$ cat src/rtl/commit_vunit_if.sv
// Signal bundle between the scalar issue stage, the vector lane commit flags and the
// hazard unit commit port. Suffixes are from the commit_vunit (slave) point of view.
interface commit_vunit_if #(
    parameter int NUM_LANE    = 16,
    parameter int WIDTH_ENTRY = 3
);
    logic                            issue_i;
    logic [WIDTH_ENTRY-1:0]          issue_no_i;
    logic [NUM_LANE-1:0]             en_lane_i;
    logic                            full_o;
    logic                            empty_o;
    logic [NUM_LANE-1:0]             commit_lane_i;
    logic [NUM_LANE*WIDTH_ENTRY-1:0] commit_no_i;
    logic                            commit_o;
    logic [WIDTH_ENTRY-1:0]          commit_no_o;
    logic                            error_o;
    logic                            timeout_o;
    logic [WIDTH_ENTRY-1:0]          timeout_no_o;

    modport master (
        output issue_i, issue_no_i, en_lane_i, commit_lane_i, commit_no_i,
        input  full_o, empty_o, commit_o, commit_no_o, error_o, timeout_o, timeout_no_o
    );

    modport slave (
        input  issue_i, issue_no_i, en_lane_i, commit_lane_i, commit_no_i,
        output full_o, empty_o, commit_o, commit_no_o, error_o, timeout_o, timeout_no_o
    );
endinterface

$ cat src/rtl/commit_vunit.sv
// Collects per-lane vector commit flags and retires issue_no values in issue order.
// Optional head-entry watchdog is enabled by defining VCOMMIT_TIMEOUT_EN.
module commit_vunit #(
    parameter int NUM_LANE    = 16,
    parameter int NUM_ENTRY   = 8,
    parameter int WIDTH_ENTRY = $clog2(NUM_ENTRY)
`ifdef VCOMMIT_TIMEOUT_EN
   ,parameter int TIMEOUT     = 1024
`endif
) (
    input  logic          clk,
    input  logic          rst,
    commit_vunit_if.slave bus
);
    localparam int CNT_W = $clog2(NUM_ENTRY + 1);
    localparam int PTR_W = WIDTH_ENTRY + 1;

    typedef logic [WIDTH_ENTRY-1:0] no_t;
    typedef logic [NUM_LANE-1:0]    lane_t;

    logic [NUM_ENTRY-1:0] tab_v_q, tab_v_d;
    lane_t                tab_en_lane_q   [NUM_ENTRY];
    lane_t                tab_en_lane_d   [NUM_ENTRY];
    lane_t                tab_en_commit_q [NUM_ENTRY];
    lane_t                tab_en_commit_d [NUM_ENTRY];
    no_t                  fifo_q          [NUM_ENTRY];

    logic [PTR_W-1:0] rd_ptr_q, rd_ptr_d;
    logic [PTR_W-1:0] wr_ptr_q, wr_ptr_d;
    logic [CNT_W-1:0] count_q, count_d;
    logic             commit_q, commit_d;
    no_t              commit_no_q, commit_no_d;
    logic             error_q, error_d;

    no_t  head_no;
    no_t  lane_no;
    logic full;
    logic retire;
    logic issue_ok;
    logic issue_err;
    logic commit_err;

    assign head_no   = fifo_q[rd_ptr_q[WIDTH_ENTRY-1:0]];
    assign full      = (count_q == CNT_W'(NUM_ENTRY));
    assign retire    = (count_q != '0) && (tab_en_commit_q[head_no] == tab_en_lane_q[head_no]);
    // Full and valid are judged on pre-edge state; a same-cycle retire never frees a slot.
    assign issue_ok  = bus.issue_i && !full && !tab_v_q[bus.issue_no_i];
    assign issue_err = bus.issue_i && !issue_ok;

    always_comb begin
        // NOTE: every next-state value is defaulted to its current value first, so no latch is inferred.
        tab_v_d         = tab_v_q;
        tab_en_lane_d   = tab_en_lane_q;
        tab_en_commit_d = tab_en_commit_q;
        commit_err      = 1'b0;
        lane_no         = '0;

        for (int i = 0; i < NUM_LANE; i++) begin
            lane_no = bus.commit_no_i[i*WIDTH_ENTRY +: WIDTH_ENTRY];
            if (bus.commit_lane_i[i]) begin
                if (tab_v_q[lane_no] && tab_en_lane_q[lane_no][i] && !tab_en_commit_q[lane_no][i]) begin
                    tab_en_commit_d[lane_no][i] = 1'b1;
                end else begin
                    commit_err = 1'b1;
                end
            end
        end

        // Any commit aimed at the retiring head is already an error, so clearing last is safe.
        if (retire) begin
            tab_v_d[head_no]         = 1'b0;
            tab_en_lane_d[head_no]   = '0;
            tab_en_commit_d[head_no] = '0;
        end

        if (issue_ok) begin
            tab_v_d[bus.issue_no_i]         = 1'b1;
            tab_en_lane_d[bus.issue_no_i]   = bus.en_lane_i;
            tab_en_commit_d[bus.issue_no_i] = '0;
        end
    end

    always_comb begin
        rd_ptr_d    = retire   ? rd_ptr_q + PTR_W'(1) : rd_ptr_q;
        wr_ptr_d    = issue_ok ? wr_ptr_q + PTR_W'(1) : wr_ptr_q;
        count_d     = count_q;
        if (issue_ok && !retire) begin
            count_d = count_q + CNT_W'(1);
        end else if (!issue_ok && retire) begin
            count_d = count_q - CNT_W'(1);
        end
        commit_d    = retire;
        commit_no_d = retire ? head_no : commit_no_q;
        error_d     = error_q | issue_err | commit_err;
    end

    always_ff @(posedge clk or posedge rst) begin
        // NOTE: sequential state uses non-blocking assignments so every register samples pre-edge values.
        if (rst) begin
            tab_v_q         <= '0;
            tab_en_lane_q   <= '{default: '0};
            tab_en_commit_q <= '{default: '0};
            rd_ptr_q        <= '0;
            wr_ptr_q        <= '0;
            count_q         <= '0;
            commit_q        <= 1'b0;
            commit_no_q     <= '0;
            error_q         <= 1'b0;
        end else begin
            tab_v_q         <= tab_v_d;
            tab_en_lane_q   <= tab_en_lane_d;
            tab_en_commit_q <= tab_en_commit_d;
            rd_ptr_q        <= rd_ptr_d;
            wr_ptr_q        <= wr_ptr_d;
            count_q         <= count_d;
            commit_q        <= commit_d;
            commit_no_q     <= commit_no_d;
            error_q         <= error_d;
        end
    end

    // NOTE: the order FIFO payload is only read under count/pointer control, so it needs no reset.
    always_ff @(posedge clk) begin
        if (issue_ok) begin
            fifo_q[wr_ptr_q[WIDTH_ENTRY-1:0]] <= bus.issue_no_i;
        end
    end

    // Pointer distance (wrap bit included) must always equal the occupancy count.
    assert property (@(posedge clk) disable iff (rst) (wr_ptr_q - rd_ptr_q) == PTR_W'(count_q));

    assign bus.full_o      = full;
    assign bus.empty_o     = (count_q == '0);
    assign bus.commit_o    = commit_q;
    assign bus.commit_no_o = commit_no_q;
    assign bus.error_o     = error_q;

`ifdef VCOMMIT_TIMEOUT_EN
    localparam int TMO_W = $clog2(TIMEOUT + 1);

    logic [TMO_W-1:0] tmo_cnt_q, tmo_cnt_d;
    logic             timeout_q, timeout_d;
    no_t              timeout_no_q, timeout_no_d;

    always_comb begin
        tmo_cnt_d    = tmo_cnt_q;
        timeout_d    = timeout_q;
        timeout_no_d = timeout_no_q;
        if (retire || (count_q == '0)) begin
            tmo_cnt_d = '0;
        end else if (tmo_cnt_q != TMO_W'(TIMEOUT)) begin
            tmo_cnt_d = tmo_cnt_q + TMO_W'(1);
            if (tmo_cnt_d == TMO_W'(TIMEOUT)) begin
                timeout_d    = 1'b1;
                timeout_no_d = head_no;
            end
        end
    end

    always_ff @(posedge clk or posedge rst) begin
        if (rst) begin
            tmo_cnt_q    <= '0;
            timeout_q    <= 1'b0;
            timeout_no_q <= '0;
        end else begin
            tmo_cnt_q    <= tmo_cnt_d;
            timeout_q    <= timeout_d;
            timeout_no_q <= timeout_no_d;
        end
    end

    assign bus.timeout_o    = timeout_q;
    assign bus.timeout_no_o = timeout_no_q;
`else
    assign bus.timeout_o    = 1'b0;
    assign bus.timeout_no_o = '0;
`endif
endmodule

$ cat src/flat_wrapper.sv
// flat-port wrapper written by rule: the top's interface ports become plain ports
module commit_vunit_flat 
#(
    parameter int NUM_LANE    = 16,
    parameter int NUM_ENTRY   = 8,
    parameter int WIDTH_ENTRY = $clog2(NUM_ENTRY)

)
  (clk, rst, bus_issue_i, bus_issue_no_i, bus_en_lane_i, bus_commit_lane_i, bus_commit_no_i, bus_full_o, bus_empty_o, bus_commit_o, bus_commit_no_o, bus_error_o, bus_timeout_o, bus_timeout_no_o);
  commit_vunit_if #(.NUM_LANE(NUM_LANE), .WIDTH_ENTRY(WIDTH_ENTRY)) bus_i ();
  input  logic clk;
  input  logic rst;
  input wire logic [$bits(bus_i.issue_i)-1:0] bus_issue_i;
  input wire logic [$bits(bus_i.issue_no_i)-1:0] bus_issue_no_i;
  input wire logic [$bits(bus_i.en_lane_i)-1:0] bus_en_lane_i;
  input wire logic [$bits(bus_i.commit_lane_i)-1:0] bus_commit_lane_i;
  input wire logic [$bits(bus_i.commit_no_i)-1:0] bus_commit_no_i;
  output wire logic [$bits(bus_i.full_o)-1:0] bus_full_o;
  output wire logic [$bits(bus_i.empty_o)-1:0] bus_empty_o;
  output wire logic [$bits(bus_i.commit_o)-1:0] bus_commit_o;
  output wire logic [$bits(bus_i.commit_no_o)-1:0] bus_commit_no_o;
  output wire logic [$bits(bus_i.error_o)-1:0] bus_error_o;
  output wire logic [$bits(bus_i.timeout_o)-1:0] bus_timeout_o;
  output wire logic [$bits(bus_i.timeout_no_o)-1:0] bus_timeout_no_o;
  assign bus_i.issue_i = bus_issue_i;
  assign bus_i.issue_no_i = bus_issue_no_i;
  assign bus_i.en_lane_i = bus_en_lane_i;
  assign bus_i.commit_lane_i = bus_commit_lane_i;
  assign bus_i.commit_no_i = bus_commit_no_i;
  assign bus_full_o = bus_i.full_o;
  assign bus_empty_o = bus_i.empty_o;
  assign bus_commit_o = bus_i.commit_o;
  assign bus_commit_no_o = bus_i.commit_no_o;
  assign bus_error_o = bus_i.error_o;
  assign bus_timeout_o = bus_i.timeout_o;
  assign bus_timeout_no_o = bus_i.timeout_no_o;
  commit_vunit #(.NUM_LANE(NUM_LANE), .NUM_ENTRY(NUM_ENTRY), .WIDTH_ENTRY(WIDTH_ENTRY)) u_core (.clk(clk), .rst(rst), .bus(bus_i));
endmodule
$ cat config.mk
export PLATFORM = sky130hd
export DESIGN_NAME = commit_vunit_flat
export DESIGN_NICKNAME = d
export VERILOG_FILES = /design/src/rtl/commit_vunit_if.sv /design/src/rtl/commit_vunit.sv /design/src/flat_wrapper.sv
export SDC_FILE = /design/constraint.sdc
export NUM_CORES = 1
export LEC_CHECK = 0
export ABC_CLOCK_PERIOD_IN_PS = 13140
export CAP_MARGIN = 25
export CORE_MARGIN = 10
export CORE_UTILIZATION = 25
export DETAILED_ROUTE_END_ITERATION = 10
export GPL_TIMING_DRIVEN = 0
export HOLD_SLACK_MARGIN = 0.15
export PLACE_DENSITY = 0.52
export SYNTH_ARGS = -nofsm -noshare
export SYNTH_HDL_FRONTEND = slang
export SYNTH_SLANG_ARGS = --single-unit
$ cat constraint.sdc
create_clock -name clk -period 13.14 [get_ports clk]
set_input_delay 3.942 -clock clk [delete_from_list [all_inputs] [get_ports clk]]
set_output_delay 3.942 -clock clk [all_outputs]
set_load 0.02 [all_outputs]
After elaboration in Yosys (flattened, before gate mapping)
Memories as Yosys holds them, arrays and structs flattened.
Cells that the tools add are included.
Widths: inputs -> output; s select.

cells by class
  add/sub/neg operators = 4
  magnitude comparators = 56
  equality and inequality tests = 2
  multiplexer cells = 251
  bitwise operators = 44
  reductions and logical operators = 81

operator list
  cell                number
  $mux 128            36
  $or 128x128->128    16
  $bmux 16 s3         34
  $demux 16 s3        18
  $and 128x128->128   3
  $not 128->128       2
  $mux 16             11
  $bwmux 128          1
  $mux 15             5
  $ge 4x4->1 const B  18
  $lt 3x4->1 const B  18
  $lt 4x1->1 const B  18
  $not 3->4           18
  $mux 14             5
  $mux 13             5
  $mux 12             5
  $logic_and 1x1->1   58
  $mux 1              58
  $mux 8              7
  $mux 11             5
  $bmux 1 s3          17
  $mux 10             5
  $mux 9              5
  $mux 7              5
  19 further kinds    65

word-level totals
  flip-flop bits (word level) = 281
  RAM bits = 24
  output and inout bits = 11
  memories kept = 1

memories
  name           depth  bits a word  rd ports  clocked after memory_dff  write ports  RTL line            RTL
  u_core.fifo_q  8      3            1         0                         1            commit_vunit.sv:26  no_t fifo_q [NUM_ENTRY];

Depth between registers and ports, before layout
  word-level depth = 57
  depth in mapped cells = 24
  depth with buffers taken out = 18

Worst setup path after synthesis
No wires, ideal clock.

  kind = input -> register
  from = in bus_issue_no_i[1]
  to = reg u_core.tab_en_lane_q[51] (netlist bit)
  setup time = 0.150 ns
  arrival = 6.361 ns
  slack = 6.629 ns
  stages = 9
  buffers on the path = 2
  cell sequence = clkbuf_1 -> mux2i_1 -> o32ai_1 -> nor2_1 -> nand2_1 -> nor3_1 -> clkbuf_1 -> mux2i_1 -> a41oi_1

RTL lines
  item                    RTL line             RTL
  start: declaration      flat_wrapper.sv:14   input wire logic [$bits(bus_i.issue_no_i)-1:0] bus_issue_no_i;
  end signal: assignment  commit_vunit.sv:111  tab_en_lane_q <= tab_en_lane_d;
  end: declaration        commit_vunit.sv:22   lane_t tab_en_lane_q [NUM_ENTRY];

==> results by group <==
Outcome
  • Outcome: finished, final reports clean

Placement
  • Place WS: 4.80 ns
  • Port buffer count: 59
  • Dpl hpwl: 75,500 um
  • Routability cong.: between 1 and 1.5
  • Area after DPL: between 20,000 and 25,000 sq um
  • DP Cell Count: 2,970

Floorplan
  • Die footprint: between 80,000 and 90,000 sq um
  • Initial core utilization: between 20% and 30%
  • Core area: around 73,000 sq um
  • I/O Pins: just under 100
  • Die H: between 200 and 300 um
  • Row cnt: 99
  • Die width: between 200 and 300 um

Finish
  • Area delta synth->final: 21.0%
  • Layout cell share with drive strength beyond 1: between 10% and 20%
  • Finished Core Util: about 31%
  • Nets@finish: 2,151
  • Fin cells: about 3,000
  • Commonest non-fill, non-tap cell in the layout: dfrtp_1
  • # fillers: 7,612
  • Final Instance Area: between 20,000 and 25,000 sq um
  • Sequential Area: 7700 sq um
  • Multi-input logic area: ~9700 sq um
  • Most frequent cells in the layout: 279 x dfrtp_1, 193 x a31oi_1, 187 x mux2i_1

Routing
  • Post-DR vias/cell: ~6.2
  • First DRT Iteration DRCs: 2,720
  • Drt first pass iters: 7
  • Drt wl/cell: 35.1 um
  • Remaining routing DRC violations: 0
  • Vias after detailed routing: ~19,000
  • Routed Antenna Nets: 0
  • Final WL: about 110,000 um

Synthesis
  • Primary FF master, synth: dfrtp_1
  • Post-synth EDFFs: 24
  • Synthesized area: 18,500 sq um
  • Post-Syn Instances: 1,909
  • Share of the synthesized area in the top cell type: 37.8%
  • Yosys top cell by area: dfrtp_1
  • Async SR Flop Fraction: 92.1%
  • Synth unique cells: between 60 and 70
  • Post-synthesis register bit count: between 300 and 400
  • Mapped Avg Cell Area: between 9 and 10 sq um
  • Synth Warn #: 0
  • Sequential fraction of the synthesis area: a little over two fifths
  • Top cells by area, synth: dfrtp_1 38%, mux2i_1 10%, a31oi_1 6.5%

Setup path
  • CP required: around 14 ns
  • Element type at the critical path end: flop
  • Buf/Inv on CP: 5
  • Critical R2R Launch: u_core.rd_ptr_q[0]
  • Critical Path Source Type: input pin
  • Crit-path cells: clkdlybuf4s50_1, clkbuf_1, mux2i_1, o32ai_1, nor2_1, nand2_1, nor3_1, clkbuf_2, clkbuf_1, buf_8, mux2i_1, a41oi_1
  • CP top delay family: buffers and inverters
  • Crit path from: bus_issue_no_i[1]
  • Worst path max stage delay: 0.68 ns
  • Crit Path Category: in -> reg
  • CP Data Arrival Time: 8.17 ns
  • Reg2Reg Depth: 23
  • Critical path depth: 12
  • Worst-path cell with the longest stage delay: clkdlybuf4s50_1
  • Critical path peak fanout: 11

STA
  • Max transition margin: between 15 and 20%
  • Fin worst setup slack: roughly 5.4 ns
  • Final Cycle Share: between 50% and 60%
  • RSZ-0062 raised after global routing: false
  • Tightest Pin Transition: 1.24 ns
  • Tmin final: between 7 and 8 ns
  • Slew Limit Fails: 0
  • Post-Route Skew: ~0.04 ns
  • Fmax: roughly 130 MHz
  • Hold Vio Cnt, Final: 0
  • Setup-failing EPs final: 0

Clock network
  • CTS tree: built
  • CTS Buf Count: 38
  • Clock Path Buffers: 3
  • H-tree Lvls: 2
  • Hold buffer count at cts: 0
  • PostCTS Resize Cnt: 0
  • Root Buffer: clkbuf_16
  • Clock Latency Late Sink: 0.60 ns
  • Clock Sinks: a little over 300
  • Reg clk slew, reported paths: 0.06 ns
  • Post-CTS setup repair buffer count: 0

Global routing
  • Largest net degree at the start of global routing: 101
  • GRT Overall Usage: about 24%
  • First-pass GRT wire length: 147,000 um
  • Initial antenna violation count: 9
  • GR Overflow Total: 0
  • Vias in the first global route: approximately 19,000

Run
  • Max cap viols: 0

Pwr
  • Leakage: slightly below 0.009 uW
  • Maximum vdd drop: approximately 0.11 mV
  • Pwr/cell area: 223 nW/um^2
  • Tot Pwr: roughly 5000 uW

Hold path
  • Worst Hold Class: reg -> reg
  • Hold Path Depth: 1
  • Min-delay src: u_core.count_q[3]
-- synthesized netlist by cell type, types with 7 or more instances --
library cell    n
mux4_2         30
nand2b_1        7
nor4_1         10
nor3b_1        33
buf_1          22
clkbuf_1      127
nand4_1        11
a211oi_1       69
inv_1          63
and3_1         18
dfrtp_1       279
o21ai_0        77
o211ai_1       13
buf_2          32
buf_4          16
nand3b_1        9
xor2_1         27
a41oi_1        34
edfxtp_1       24
nor2_1         72
mux2_2         19
a31oi_1       193
nor3_1         59
o311ai_0       13
o22ai_1        23
xnor2_1        50
nor2b_1        18
mux2i_1       187
a21oi_1        87
nand4b_1       13
nand2_1       124
a311oi_1       35
nand3_1        30
-- final timing paths --
path | endpoint | slack (ns)
worst max-delay path | u_core.tab_en_lane_q[62] | 5.38
worst min-delay path | u_core.count_q[3] | 0.49
worst max register to register | u_core.count_q[3] | 5.75
worst min register to register | u_core.count_q[3] | 0.49
max in group asynchronous | u_core.tab_en_commit_q[117] | 7.80
min in group asynchronous | u_core.bus.commit_o | 3.91
-- where the power goes --
group / internal [uW] / leakage (uW) / switching, uW / total [uW]
sequential: 1330 / 0.00366 / 458 / 1780
clock: 690 / 0.000648 / 464 / 1150
combinational: 802 / 0.00452 / 1250 / 2050
total: 2820 / 0.00882 / 2170 / 4990
-- flip-flops by register name, summed over array words and instances (netlist names) --
| name | flops |
|---|---|
| u_core.wr_ptr_q | 3 |
| u_core.count_q | 4 |
| u_core.rd_ptr_q | 3 |
| u_core.bus.error_o | 1 |
| u_core.bus.commit_o | 1 |
| u_core.tab_en_commit_q | 128 |
| u_core.bus.commit_no_o | 3 |
| u_core.tab_en_lane_q | 128 |
| u_core.fifo_q | 24 |
| u_core.tab_v_q | 8 |
-- final cells by class --
class | instances | area share, %
Multi-Input combinational cell | 1347 | 43.4
Clock buffer | 55 | 4.99
Tap cell | 959 | 5.37
Timing Repair Buffer | 107 | 5.87
Sequential cell | 303 | 34.5
Inverter | 63 | 1.09
Buffer | 199 | 3.86
Clock inverter | 13 | 0.974
Antenna cell | 2 | 0.0224
-- stage by stage --
stage | setup TNS [ns] | hold WS (ns)
2_1_floorplan | 0 | 0.455
4_1_cts | 0 | 0.488
3_3_place_gp | -794.22 | 0.478
6_report | 0 | 0.494
3_5_place_dp | 0 | 0.476
5_1_grt | 0 | 0.525
-- routing by layer --
metal | global-route usage (%) | up-vias | routed length [um] | part of all wire [%]
li1 | - | 7562 | - | -
met5 | 0 | - | 85 | 0.079
met1 | 29.3 | 9444 | 39400 | 37
met2 | 34.9 | 1574 | 44300 | 41
met3 | 9.20 | 443 | 14500 | 14
met4 | 17.0 | 12 | 8780 | 8.2
-- logic make-up after synthesis --
family	share of synthesized area (%)
AND/OR/NAND/NOR	11.7
adder cells (fa/ha/maj)	0.447
AO/OA/AOI/OAI	21.5
other	0.0203
XOR/XNOR	3.65
buffers and inverters	5.91
multiplexers	15.1
flip-flops	41.7
-- worst register-to-register path: stages (launching register included) --
cell	delay (ns)
dfrtp_1	0.41
buf_2	0.27
buf_4	0.25
nor2b_1	0.08
a22oi_1	0.54
nand2_1	0.45
clkbuf_1	0.57
mux2i_1	0.27
xnor2_1	0.55
o2111ai_1	0.37
a21oi_1	0.43
nand4_1	0.34
nor2_1	0.30
buf_2	0.51
buf_2	0.55
inv_1	0.12
ha_1	0.23
inv_1	0.12
ha_1	0.25
a21o_1	0.17
a21oi_1	0.17
xnor2_1	0.13
nor2_1	0.06
xor2_1	0.14
Note: power is estimated with default switching activity, not from simulation.
